**src/rtl/alu_mc.sv**
```systemverilog
// Multi-cycle ALU: single-step logic/add/sub/slt ops plus iterative shift-add multiply
// and restoring unsigned divide/remainder, with valid/ready handshakes on both sides.
module alu_mc #(
  parameter int WIDTH = 32
) (
  input  logic             clk,
  input  logic             rst_n,
  input  logic             in_valid,
  output logic             in_ready,
  input  logic [WIDTH-1:0] src1,
  input  logic [WIDTH-1:0] src2,
  input  logic [2:0]       aluc,
  output logic             out_valid,
  input  logic             out_ready,
  output logic [WIDTH-1:0] result,
  output logic             zero,
  output logic             overflow,
  output logic             busy
);

  localparam int CNT_W = $clog2(WIDTH + 1);
  localparam logic [CNT_W-1:0] CNT_LOAD = CNT_W'(WIDTH);
  localparam logic [CNT_W-1:0] CNT_LAST = CNT_W'(1);

  localparam logic [2:0] OP_AND  = 3'b000;
  localparam logic [2:0] OP_OR   = 3'b001;
  localparam logic [2:0] OP_ADD  = 3'b010;
  localparam logic [2:0] OP_MUL  = 3'b011;
  localparam logic [2:0] OP_DIVU = 3'b100;
  localparam logic [2:0] OP_REMU = 3'b101;
  localparam logic [2:0] OP_SUB  = 3'b110;
  localparam logic [2:0] OP_SLT  = 3'b111;

  typedef enum logic [1:0] {IDLE, CALC, DONE} state_t;

  state_t           state, state_next;
  logic [2:0]       op;
  logic [WIDTH-1:0] opa, opb, acc;
  logic [CNT_W-1:0] cnt;
  logic             accept, iter_op;

  logic signed [WIDTH-1:0] src1_s, src2_s;
  logic [WIDTH-1:0]        sum, diff, ss_res;
  logic                    ss_ovf;

  logic [WIDTH-1:0] mul_acc_next, quo_next, rem_next, iter_res;
  logic [WIDTH:0]   rem_sh;
  logic             div_ge;

  function automatic logic signed_ovf(input logic is_sub, input logic [WIDTH-1:0] a,
                                      input logic [WIDTH-1:0] b, input logic [WIDTH-1:0] r);
    logic same_sign;
    same_sign = (a[WIDTH-1] == b[WIDTH-1]);
    return (is_sub ? !same_sign : same_sign) && (r[WIDTH-1] != a[WIDTH-1]);
  endfunction

  assign in_ready  = rst_n && (state == IDLE);
  assign out_valid = (state == DONE);
  assign busy      = (state == CALC);
  assign accept    = in_valid && in_ready;
  assign iter_op   = (aluc == OP_MUL) || (aluc == OP_DIVU) || (aluc == OP_REMU);

  assign src1_s = src1;
  assign src2_s = src2;
  assign sum    = src1 + src2;
  assign diff   = src1 - src2;

  always_comb begin
    ss_res = '0;
    ss_ovf = 1'b0;
    case (aluc)
      OP_AND: ss_res = src1 & src2;
      OP_OR:  ss_res = src1 | src2;
      OP_ADD: begin
        ss_res = sum;
        ss_ovf = signed_ovf(1'b0, src1, src2, sum);
      end
      OP_SUB: begin
        ss_res = diff;
        ss_ovf = signed_ovf(1'b1, src1, src2, diff);
      end
      OP_SLT: ss_res = {{(WIDTH-1){1'b0}}, (src1_s < src2_s)};
      default: ss_res = '0;
    endcase
  end

  // One iteration step: opa/opb/acc are multiplicand/multiplier/product for MUL,
  // and dividend-turning-quotient/divisor/partial-remainder for DIVU and REMU.
  always_comb begin
    mul_acc_next = opb[0] ? (acc + opa) : acc;
    rem_sh       = {acc, opa[WIDTH-1]};
    div_ge       = (rem_sh >= {1'b0, opb});
    rem_next     = div_ge ? WIDTH'(rem_sh - {1'b0, opb}) : rem_sh[WIDTH-1:0];
    quo_next     = {opa[WIDTH-2:0], div_ge};
    case (op)
      OP_MUL:  iter_res = mul_acc_next;
      OP_DIVU: iter_res = quo_next;
      default: iter_res = rem_next;
    endcase
  end

  always_ff @(posedge clk) begin
    if (!rst_n) state <= IDLE;
    else        state <= state_next;
  end

  always_comb begin
    state_next = state;
    case (state)
      IDLE: if (accept) state_next = iter_op ? CALC : DONE;
      CALC: if (cnt == CNT_LAST) state_next = DONE;
      DONE: if (out_ready) state_next = IDLE;
      default: state_next = IDLE;
    endcase
  end

  // Operand/iteration registers need no reset; result flags and counter do.
  always_ff @(posedge clk) begin
    if (!rst_n) begin
      result   <= '0;
      zero     <= 1'b0;
      overflow <= 1'b0;
      cnt      <= '0;
    end else begin
      case (state)
        IDLE: if (accept) begin
          op  <= aluc;
          opa <= src1;
          opb <= src2;
          acc <= '0;
          if (iter_op) begin
            cnt <= CNT_LOAD;
          end else begin
            result   <= ss_res;
            zero     <= (ss_res == '0);
            overflow <= ss_ovf;
          end
        end
        CALC: begin
          cnt <= cnt - CNT_LAST;
          if (op == OP_MUL) begin
            acc <= mul_acc_next;
            opa <= opa << 1;
            opb <= opb >> 1;
          end else begin
            acc <= rem_next;
            opa <= quo_next;
          end
          if (cnt == CNT_LAST) begin
            result   <= iter_res;
            zero     <= (iter_res == '0);
            overflow <= 1'b0;
          end
        end
        default: ;
      endcase
    end
  end

endmodule

```
**config.mk**
```make
export PLATFORM = sky130hd
export DESIGN_NAME = alu_mc
export DESIGN_NICKNAME = d
export VERILOG_FILES = /design/src/rtl/alu_mc.sv
export SDC_FILE = /design/constraint.sdc
export NUM_CORES = 1
export LEC_CHECK = 0
export ABC_AREA = 0
export CELL_PAD_IN_SITES_DETAIL_PLACEMENT = 1
export CELL_PAD_IN_SITES_GLOBAL_PLACEMENT = 2
export CORE_MARGIN = 3
export CORE_UTILIZATION = 36
export DETAILED_ROUTE_END_ITERATION = 7
export GPL_TIMING_DRIVEN = 0
export PLACE_DENSITY_LB_ADDON = 0.1
export RECOVER_POWER = 25
export SETUP_SLACK_MARGIN = 0.5
export SLEW_MARGIN = 5
export SYNTH_ARGS = -nofsm -noshare
export SYNTH_HDL_FRONTEND = slang
export SYNTH_SLANG_ARGS = --single-unit
export TNS_END_PERCENT = 10
```
**constraint.sdc**
```tcl
create_clock -name clk -period 7.8 [get_ports clk]
set_input_delay 0.78 -clock clk [delete_from_list [all_inputs] [get_ports clk]]
set_output_delay 0.78 -clock clk [all_outputs]
set_load 0.05 [all_outputs]
```
**Word-level counts from Yosys, hierarchy flattened**

Cells that the tools add are included.
W data, S select, Z words.

- Add/subtract/negate cells: 5
- Magnitude comparators: 2
- Muxes and demuxes: 34
- Reductions and logical operators: 18
- Bitwise logic cells: 2
- Equal/unequal tests: 21

Operators with widths:

| kind | count |
|---|---|
| $mux W32 | 10 |
| $pmux W32 S2 | 5 |
| $pmux W32 S5 | 1 |
| $add A32 B32 Y32 | 2 |
| $logic_not A32 Y1 | 2 |
| $sub A32 B32 Y32 | 2 |
| $ge A33 B32 Y1 | 1 |
| $and A32 B32 Y32 | 1 |
| $lt A32 B32 Y1 | 1 |
| $or A32 B32 Y32 | 1 |
| $eq A3 B3 Y1 const B | 5 |
| $mux W6 | 2 |
| $pmux W6 S2 | 1 |
| $reduce_and A3 Y1 | 4 |
| $eq A3 B2 Y1 const B | 3 |
| $mux W2 | 4 |
| $reduce_and A4 Y1 | 2 |
| $mux W1 | 7 |
| $eq A6 B1 Y1 const B | 1 |
| $ne A2 B1 Y1 const B | 3 |
| $ne A2 B2 Y1 const B | 3 |
| $pmux W1 S2 | 3 |
| $pmux W2 S3 | 1 |
| $sub A6 B1 Y6 const B | 1 |
| other kinds (11) | 16 |

- Output and inout port bits: 37
- Register bits after elaboration: 141
- Logic and storage cells: 91
- Bits of input ports: 71

**Longest topological paths before layout**

Gate-level depths: netlist (run 1).

- Depth after elaboration: 7
- Depth in mapped cells: 18

**Worst setup path before layout (run 1)**

Ideal clock, no wire load.

- Path type: in2reg
- From: in rst_n
- To: reg opb[0] (enable)
- Data arrival time: 6162 ps
- Cell stages on the path: 3
- Setup slack: 1168 ps
- Setup time: 470 ps
- Cells stage by stage: nand2b_1 > nor2_1 > a21boi_0

- Word-level cells in the longest chain between the ends: 4

RTL lines:

| what | line | source |
|---|---|---|
| from (decl) | 7 | `input logic rst_n,` |
| $logic_and A1 B1 Y1 | 57 | `assign in_ready = rst_n && (state == IDLE);` |
| $logic_and A1 B1 Y1 | 60 | `assign accept = in_valid && in_ready;` |
| $ne A2 B2 Y1 (no source line) | -- |  |
| $reduce_and A4 Y1 (no source line) (*) | -- |  |
| to (signal assigned) | 129 | `opb <= src2;` |
| to (signal assigned) | 144 | `opb <= opb >> 1;` |
| to (decl) | 38 | `logic [WIDTH-1:0] opa, opb, acc;` |

Every way passes the cells marked *; elsewhere a longest branch is shown, timed or not.
A chain may end at the register's enable or synchronous reset.

**Worst setup path after layout (run 1)**

- From: reg acc[5]
- To: reg zero

- Word-level cells in the longest chain between the ends: 6
- Elaborated cells on any way between the ends: 9
- Classes of those cells: add/sub (2); order compare (1); mux (5); reduce/logical (1)

RTL lines:

| what | line | source |
|---|---|---|
| from (decl) | 38 |  |
| from (signal assigned) | 142 | `acc <= mul_acc_next;` |
| from (signal assigned) | 146 | `acc <= rem_next;` |
| $add A32 B32 Y32, or another cell as far along | 90 | `mul_acc_next = opb[0] ? (acc + opa) : acc;` |
| $mux W32, on equally long branches | 90, 93 |  |
| $pmux W32 S2 (*) | 95 | `case (op)` |
| $logic_not A32 Y1 (*) | 151 | `zero <= (iter_res == '0);` |
| $mux W1 (*) | 149 | `if (cnt == CNT_LAST) begin` |
| $pmux W1 S2 (*) | 125 | `case (state)` |
| to (signal assigned) | 135 | `zero <= (ss_res == '0);` |
| to (signal assigned) | 151 |  |
| to (decl) | 16 | `output logic zero,` |

Every way passes the cells marked *; elsewhere a longest branch is shown, timed or not. The select of a mux whose other input is x is not followed.

==> out/results.txt, run 1 <==
outcome = complete, but fails checks
failing checks = max-capacitance violations, max-slew violations
crit path capture = zero
pin count of the biggest net entering global routing = 30
I/O pin cnt = 108
most common flop cell mapped by yosys = edfxtp_1
global-route wire length before repair = 112000 um
Synth Register Bits = 141
Starting Density = 0.368
most common cell after layout, fill and taps aside = nand2_1
DR DRC count = 0
unrepaired setup endpoints after global routing = no
final core utilization = 0.425
largest area contributor in the netlist = edfxtp_1
GRT Total Usage = 0.315
synth warn = 0
maxcap violations = 2
Crit. End Element = register
Max Clk Rate = 0.162 GHz
Startpoint Class = register
final worst setup slack = 1.63 ns
R2R Path End = zero
crit-path max FO = 10
row count = 76
Initial DRT Pass Iterations = 6
final setup vio count = 0
Post-Synth XOR/XNOR Area = 0.0465
clk_lat worst skew = 0.44 ns
Nets = 2468
largest family of logic cells by synthesized area = compound AO/OA/AOI/OAI gates
Hold Path Class = register to register
hold buffer count at CTS = 0
critical path arrival = 6.54 ns
Peak VDD IR = 0.000128 V
IO Port Bufs = 107
post-DP HPWL = 63000 um
Worst R2R Start = acc[5]
H-tree depth = 4
Post-Synth Simple-Gate Area = 0.189
worst reg2reg path depth = 15
Internal = 0.00180 W
Vias per Instance = 6.14
non-filler cells, final = 2827
worst hold margin = 0.475 ns
Critical Path RT = 8.17 ns
syn_nets = 2339
part of the power in the clock network = 0.297
most frequent cells in the layout = nand2_1, a21oi_1, inv_1
routed len/inst = 26.8 um
final hold violations = 0
EDFF count, synth = 99
CTS resizes = 0
Routed WL = 75600 um
pwr dens = 163 mW/mm2
CTS tree = yes
r2r setup slk = 1.63 ns
kind of critical path = register to register
Longest Clk Path Bufs = 2
final slew viol count = 30
Routed Antenna Nets = 0
Synth async-reset ratio = 0
die span in y = 217 um
antenna violations before repair = 1
Avg Inst Size Synth = 7.63 um2
full die area = 0.0471 mm2
CTS clock-pin slew for the worst setup and hold paths = 0.07 ns
Leak = 7.33 nW
width of the die = 217 um
Sink Count = 141
Core ar. = 0.0436 mm2
mux contribution to synthesized area = 0.0393
# diodes = 0
drt initial violations = 1715
Sw Ratio = 0.403
Cell variety after synth = 83
crit path from = acc[5]
Post-Synth Adder-Cell Area = 0.133
post-route clock skew = 0.0129 ns
Sequential Power Share = 0.299
register area share after synthesis = 0.238
share of layout cells above drive strength 1 = 0.0343
Logic pwr share = 0.404
setup bufs post-CTS = 0
number of global-route vias before repair = 17670
Slew Limit Headroom = -0.188
Mapped Cells = 2100
worst slew pin tran = 1.78 ns
Tmin final = 6.17 ns
Tcrit/Tclk final = 0.791
post-place setup slack = 1.81 ns
top post-synthesis cells by area = edfxtp_1, ha_1, a21oi_1
post-synth top area share = 0.186
Net Sw Power = 0.00121 W
compound-gate portion of the synthesized area = 0.284
total grt overflow = 0
DR vias = 17371
placed insts = 2795
gp weighted congestion = 0.966
Inserted Clock Buffers = 17
Root Driver = clkbuf_16
Syn Std Cell Area = 0.0160 mm2
Area Overhead vs Synth = 15.4%
==> stage by stage <==
step                      TNS, ns  total power (W)  instance area [um2]
final                           0          0.00302                18500
after detailed placement        0          0.00211                17900
after global placement     -80.33          0.00209                17800
after CTS                       0          0.00300                18500
after global routing            0          0.00314                18500
after floorplan                 0          0.00167                16000
==> worst min path at each step <==
stage                     startpoint          to  slack, ns  cells past startpoint
after floorplan               cnt[4]      cnt[4]       0.50                      2
after global placement    result[20]  result[20]       0.46                      2
after detailed placement  result[20]  result[20]       0.47                      2
after CTS                 result[20]  result[20]       0.48                      2
after global routing       result[2]   result[2]       0.50                      2
final                     result[20]  result[20]       0.48                      2
==> logic make-up after synthesis <==
logic type / Yosys count
AO/OA/AOI/OAI: 699
AND/OR/NAND/NOR: 652
XOR/XNOR: 85
multiplexers: 61
adder cells (fa/ha/maj): 168
buffers and inverters: 294
flip-flops: 141
==> sequential cells by signal, indices dropped and copies added (netlist names) <==
register  cells
acc          32
opa          32
opb          32
result       32
cnt           6
op            3
state         2
overflow      1
zero          1
==> routing by layer <==
layer / part of all wire / GRT usage / wire length [um]
met4: 0.034 / 0.103 / 2560
met3: 0.055 / 0.0262 / 4190
met1: 0.45 / 0.434 / 33900
met2: 0.46 / 0.522 / 34900
met5: 0.00017 / 0 / 13
==> synth_stat cells (all sizes together), types with 25 or more instances <==
| master | number |
|---|---|
| mux2i | 46 |
| nand3 | 36 |
| xnor2 | 56 |
| a21oi | 197 |
| clkbuf | 97 |
| edfxtp | 99 |
| a211oi | 54 |
| nand2 | 234 |
| xor2 | 29 |
| a21o | 30 |
| dfxtp | 42 |
| nor4 | 25 |
| nand4 | 29 |
| o211ai | 39 |
| nor2 | 171 |
| ha | 164 |
| nor2b | 31 |
| inv | 174 |
| o21ai | 149 |
| nor3 | 35 |
==> critical path, stage by stage, from the launching register on <==
cell and delay (ns):
edfxtp_1 0.46, ha_1 0.40, a211oi_1 0.27, nor2_1 0.12, o311ai_0 0.87, nor4_1 0.17
nor3_1 0.69, clkbuf_1 0.56, nor2_1 0.39, a221oi_1 0.66, nand4_1 0.17, nor4_1 0.60
nand4_1 0.17, nor4_1 0.22, nand4_1 0.18, nand3_1 0.15
==> area by class of cell <==
| class | count | area, um2 |
|---|---|---|
| repair buffers | 110 | 1110 |
| multi-input cells | 1665 | 11100 |
| clock buffers | 18 | 429 |
| inverters | 176 | 661 |
| plain buffers | 118 | 464 |
| well taps | 585 | 732 |
| clock inverters | 14 | 193 |
| flip-flops and latches | 141 | 3810 |
| fillers | 5440 | 25100 |
==> power groups by stage <==
stage / Sequential (W) / Clock, W / Combinational, W
detailed placement: 0.000916 / 0 / 0.00119
global placement: 0.000920 / 0 / 0.00117
finish: 0.000903 / 0.000896 / 0.00122
floorplan: 0.000921 / 0 / 0.000746
CTS: 0.000900 / 0.000896 / 0.00120
global route: 0.000907 / 0.000922 / 0.00132
(Power assumes the default switching activity.)
==> inputs of run 2 (changes only) <==
CORE_UTILIZATION = 33   (was 36)
clock period = 5.05 ns   (was 7.8 ns; I/O delays follow)
==> out/results.txt, run 2 (same netlist as run 1, synthesis figures left out) <==
clk_lat worst skew = 0.44 ns (about the same)
Peak VDD IR = 0.000255 V (was 0.000128 V)
outcome = complete, but fails checks (unchanged)
die span in y = 226 um (was 217 um)
post-route clock skew = 0.00965 ns (was 0.0129 ns)
crit-path max FO = 4 (was 10)
Final Power = 0.00473 W (was 0.00302 W)
worst path cell trace = clkdlybuf4s50_1 -> ha_4 -> inv_1 -> fa_1 -> nand2b_1 -> a211oi_2 -> o211ai_1 -> a21boi_1 -> o41ai_1 -> a21boi_0 -> a311o_1 -> a221oi_1 -> nand4b_1 -> nor4_2 -> nand4_1 -> or4b_1 -> nand3_1 (was ha_1 -> a211oi_1 -> nor2_1 -> o311ai_0 -> nor4_1 -> nor3_1 -> clkbuf_1 -> nor2_1 -> a221oi_1 -> nand4_1 -> nor4_1 -> nand4_1 -> nor4_1 -> nand4_1 -> nand3_1)
final setup vio count = 0 (unchanged)
Routed WL = 77600 um (was 75600 um)
# diodes = 0 (unchanged)
total grt overflow = 0 (unchanged)
unrepaired setup endpoints after global routing = yes (was no)
failing checks = max-capacitance violations, max-slew violations (unchanged)
Root Driver = clkbuf_16 (unchanged)
GRT Max-Usage Layer = met2 (unchanged)
I/O pin cnt = 108 (unchanged)
Tcrit/Tclk final = 0.922
Initial DRT Pass Iterations = 6 (unchanged)
placed insts = 2825 (was 2795)
CTS clock-pin slew for the worst setup and hold paths = 0.06 ns (was 0.07 ns)
DR vias = 17337 (was 17371)
Leak = 7.75 nW (was 7.33 nW)
critical path arrival = 5.03 ns (was 6.54 ns)
CP max stage delay = 0.57 ns (was 0.87 ns)
Crit. End Element = register (unchanged)
full die area = 0.0512 mm2 (was 0.0471 mm2)
post-DP HPWL = 63900 um (was 63000 um)
number of global-route vias before repair = 17432 (was 17670)
Inserted Clock Buffers = 17 (unchanged)
IO Port Bufs = 107 (unchanged)
Nets = 2509 (was 2468)
Tmin final = 4.66 ns
kind of critical path = input port to register (was register to register)
final hold violations = 0 (unchanged)
pwr dens = 242 mW/mm2 (was 163 mW/mm2)
Core ar. = 0.0478 mm2 (was 0.0436 mm2)
GRT Total Usage = 0.296 (was 0.315)
width of the die = 226 um (was 217 um)
share of layout cells above drive strength 1 = 0.104 (was 0.0343)
gp weighted congestion = 0.940 (was 0.966)
filler instances = 5835 (was 5440)
Startpoint Class = input port (was register)
met3 Track Usage GR = 0.0229 (was 0.0262)
Vias per Instance = 5.98 (was 6.14)
placed cell areas = 0.0179 mm2 (about the same)
final slew viol count = 24 (was 30)
global-route wire length before repair = 113000 um (was 112000 um)
setup TNS = 0 ns (unchanged)
DR DRC count = 0 (unchanged)
Area Overhead vs Synth = 21.9% (was 15.4%)
M1 GR Usage = 0.403 (was 0.434)
Max Clk Rate = 0.215 GHz
worst hold margin = 0.456 ns (was 0.475 ns)
non-filler cells, final = 2897 (was 2827)
maxcap violations = 1 (was 2)
Critical Path RT = 5.42 ns (was 8.17 ns)
Sink Count = 141 (unchanged)
worst slew pin tran = 1.71 ns (was 1.78 ns)
Longest Clk Path Bufs = 2 (unchanged)
row count = 80 (was 76)
hold buffer count at CTS = 0 (unchanged)
most common cell after layout, fill and taps aside = nand2_1 (unchanged)
Routed Antenna Nets = 0 (unchanged)
most frequent cells in the layout = nand2_1, a21oi_1, inv_1 (unchanged)
H-tree depth = 4 (unchanged)
pin count of the biggest net entering global routing = 33 (was 30)
drt initial violations = 1418 (was 1715)
CTS tree = yes (unchanged)
crit path max-delay cell type = clkdlybuf4s50_1 (was o311ai_0)
post-route cell area = 0.0195 mm2 (was 0.0185 mm2)
antenna violations before repair = 2 (was 1)
routed len/inst = 26.8 um (about the same)
Hold Path Class = register to register (unchanged)
Starting Density = 0.335 (was 0.368)
GRT met2 Usage = 0.496 (was 0.522)
Slew Limit Headroom = -0.140 (was -0.188)
-- run 2: changes by cell type in the layout (fill, tap and decap cells not counted), moves of 9 or more --
cell | previous run | this run
buf_4 | 0 | 41
ha_1 | 164 | 153
a21oi_1 | 197 | 186
clkbuf_2 | 0 | 23
dlygate4sd3_1 | 26 | 35
clkbuf_1 | 100 | 71
a211oi_1 | 54 | 45
nor4_1 | 25 | 16
a221oi_1 | 18 | 8
clkdlybuf4s50_1 | 81 | 71
-- run 2: layout make-up --
class                      count  area, um2  share of cell area
buffer                       118        539              0.0276
clock buffer                  17        425              0.0218
clock inverter                14        153             0.00782
inverter                     176        661              0.0338
multi-input combinational   1665      11700               0.601
sequential                   141       3810               0.195
tap                          615        769              0.0394
timing repair buffer         151       1420              0.0728
-- run 2: path summary, 6_finish.rpt --
kind	from	to	slack (ns)	cells past startpoint
max	src1[0]	zero	0.39	17
min	result[13]	result[13]	0.46	2
max reg2reg	opb[6]	zero	0.48	16
min reg2reg	result[13]	result[13]	0.46	2
-- run 2: where the power goes --
group	internal [W]	switching [W]	leakage, nW
sequential	0.00132	0.0000745	1.28
clock	0.000764	0.000515	0.278
combinational	0.000726	0.00133	6.19
-- run 2: worst max-delay path: cells and delay by family --
kind,cells,cell delay [ns]
buf+inv,2,0.63
compound gates,7,1.88
fa+ha+maj,2,0.60
simple gates,6,1.42
-- run 2: stage by stage --
stage / util / setup WS, ns
CTS: 0.399 / 0.502
finish: 0.408 / 0.393
floorplan: - / 1.05
detailed placement: 0.375 / -1.00
global placement: 0.374 / -1.03
global route: 0.408 / 0.265
-- run 2: per-layer routing --
| metal | up-vias | wire length (um) |
|---|---|---|
| met4 | 4 | 2870 |
| met2 | 551 | 36100 |
| met5 | - | 26 |
| li1 | 8002 | - |
| met1 | 8654 | 35100 |
| met3 | 126 | 3470 |
-- run 2: what timing repair did --
item | in CTS | in global routing
buffers inserted | 13 | 28
endpoints found under the hold margin | 0 | 0
pin swaps | 18 | 27
endpoints found under the setup margin | 53 | 7
resized for setup | 111 | 72
==> inputs of run 3 (changes only) <==
TNS_END_PERCENT = default   (was 10)
==> out/results.txt, run 3 (same netlist as run 1, synthesis figures left out) <==
outcome = complete, but fails checks (unchanged)
failing checks = max-capacitance violations, max-slew violations (unchanged)
routed len/inst = 26.8 um (about the same)
Logic pwr share = 0.435 (about the same)
clk_lat worst skew = 0.44 ns (about the same)
Nets = 2510 (was 2509)
final slew viol count = 24 (unchanged)
full die area = 0.0512 mm2 (unchanged)
width of the die = 226 um (unchanged)
number of global-route vias before repair = 17432 (unchanged)
post-place setup slack = -1.00 ns (unchanged)
non-filler cells, final = 2898 (was 2897)
Max Clk Rate = 0.215 GHz (about the same)
row count = 80 (unchanged)
post-route clock skew = 0.0115 ns (was 0.00965 ns)
CP max stage delay = 0.53 ns (was 0.57 ns)
Tcrit/Tclk final = 0.920 (was 0.922)
Leak = 7.76 nW (was 7.75 nW)
placed insts = 2825 (unchanged)
final core utilization = 0.408 (about the same)
Root Driver = clkbuf_16 (unchanged)
crit path max-delay cell type = clkdlybuf4s50_1 (unchanged)
GRT Total Usage = 0.296 (unchanged)
Core ar. = 0.0478 mm2 (unchanged)
Hold Path Class = register to register (unchanged)
gp weighted congestion = 0.940 (unchanged)
final hold violations = 0 (unchanged)
Vias per Instance = 5.97 (was 5.98)
most common cell after layout, fill and taps aside = nand2_1 (unchanged)
placed cell areas = 0.0179 mm2 (unchanged)
Tmin final = 4.65 ns (was 4.66 ns)
Worst R2R Start = opb[6] (unchanged)
R2R Path End = zero (unchanged)
post-route cell area = 0.0195 mm2 (about the same)
worst slew pin tran = 1.70 ns (was 1.71 ns)
DR vias = 17312 (was 17337)
Hold Crit Depth = 2 (unchanged)
Routed Antenna Nets = 0 (unchanged)
IO Port Bufs = 107 (unchanged)
# diodes = 0 (unchanged)
worst hold margin = 0.455 ns (was 0.456 ns)
pin count of the biggest net entering global routing = 33 (unchanged)
part of the power in the clock network = 0.271 (about the same)
Startpoint Class = input port (unchanged)
Slew Limit Headroom = -0.135 (was -0.140)
die span in y = 226 um (unchanged)
I/O pin cnt = 108 (unchanged)
hold endpoint = result[13] (unchanged)
drt initial violations = 1389 (was 1418)
global-route wire length before repair = 113000 um (unchanged)
total grt overflow = 0 (unchanged)
Worst Min Path Start = result[13] (unchanged)
kind of critical path = input port to register (unchanged)
worst path cell trace = clkdlybuf4s50_1 -> inv_1 -> ha_1 -> clkbuf_2 -> a2111o_1 -> o211ai_1 -> a21boi_1 -> o21ai_0 -> a21boi_0 -> a311o_1 -> a221oi_1 -> nand4b_1 -> nor4_2 -> nand4_1 -> or4b_1 -> nand3_1 (was clkdlybuf4s50_1 -> ha_4 -> inv_1 -> fa_1 -> nand2b_1 -> a211oi_2 -> o211ai_1 -> a21boi_1 -> o41ai_1 -> a21boi_0 -> a311o_1 -> a221oi_1 -> nand4b_1 -> nor4_2 -> nand4_1 -> or4b_1 -> nand3_1)
critical path arrival = 5.02 ns (was 5.03 ns)
Starting Density = 0.335 (unchanged)
Inserted Clock Buffers = 17 (unchanged)
crit-path max FO = 9 (was 4)
Net Sw Power = 0.00192 W (about the same)
final worst setup slack = 0.402 ns (was 0.393 ns)
Initial DRT Pass Iterations = 6 (unchanged)
worst reg2reg path depth = 16 (unchanged)
Internal = 0.00281 W (about the same)
H-tree depth = 4 (unchanged)
Sw Ratio = 0.405 (was 0.406)
final setup vio count = 0 (unchanged)
r2r setup slk = 0.45 ns (was 0.48 ns)
share of layout cells above drive strength 1 = 0.104 (about the same)
Routed WL = 77600 um (about the same)
pwr dens = 242 mW/mm2 (about the same)
Sink Count = 141 (unchanged)
Peak VDD IR = 0.000256 V (was 0.000255 V)
Area Overhead vs Synth = 21.9% (about the same)
unrepaired setup endpoints after global routing = yes (unchanged)
post-DP HPWL = 63900 um (unchanged)
Critical Path RT = 5.42 ns (about the same)
Sequential Power Share = 0.295 (about the same)
CTS tree = yes (unchanged)
Crit. End Element = register (unchanged)
CTS clock-pin slew for the worst setup and hold paths = 0.06 ns (about the same)
DR DRC count = 0 (unchanged)
Longest Clk Path Bufs = 2 (unchanged)
maxcap violations = 1 (unchanged)
most frequent cells in the layout = nand2_1, a21oi_1, inv_1 (unchanged)
antenna violations before repair = 2 (unchanged)
## run 3: cell type report
class / instances / area (um2)
sequential: 141 / 3810
tap: 615 / 769
clock inverter: 14 / 153
buffer: 118 / 539
clock buffer: 17 / 425
multi-input combinational: 1665 / 11700
fill: 5835 / 28300
inverter: 176 / 661
timing repair buffer: 152 / 1430
## run 3: worst max-delay path by stage
stage          endpoint    start  cells after the start
2_1_floorplan      zero  src1[4]                     16
3_3_place_gp       zero  acc[24]                     17
3_5_place_dp       zero  acc[24]                     17
4_1_cts            zero  src1[0]                     17
5_1_grt            zero  src1[6]                     17
6_report           zero  src1[7]                     16
## run 3: metrics by stage
step	TNS (ns)	total power [W]
floorplan	0	0.00257
global placement	-35.12	0.00323
detailed placement	-8.97	0.00326
CTS	0	0.00464
global route	0	0.00494
finish	0	0.00473
## run 3: worst max-delay path: cells and delay by family
family	cells	cell delay (ns)
AO/OA/AOI/OAI	7	2.14
AND/OR/NAND/NOR	5	1.20
buffers and inverters	3	0.87
adder cells (fa/ha/maj)	1	0.32
## run 3: repair_timing
item                       in CTS  in global routing
hold buffers                    0                  0
resized for setup             111                 73
buffers inserted               13                 29
setup endpoints to repair      53                  7
pin swaps                      18                 27
## run 3: power groups by stage
stage	logic (W)	registers, W	clock network (W)
final	0.00206	0.00139	0.00128
after global placement	0.00182	0.00142	0
after global routing	0.00221	0.00140	0.00133
after CTS	0.00195	0.00139	0.00129
after detailed placement	0.00185	0.00142	0
after floorplan	0.00115	0.00142	0
## run 3: per-layer routing
metal / global-route usage / wire [um] / vias up
met2: 0.496 / 36000 / 579
met1: 0.403 / 35100 / 8600
li1: - / - / 8002
met3: 0.0229 / 3560 / 127
met4: 0.0996 / 2970 / 4
met5: 0 / 26 / -
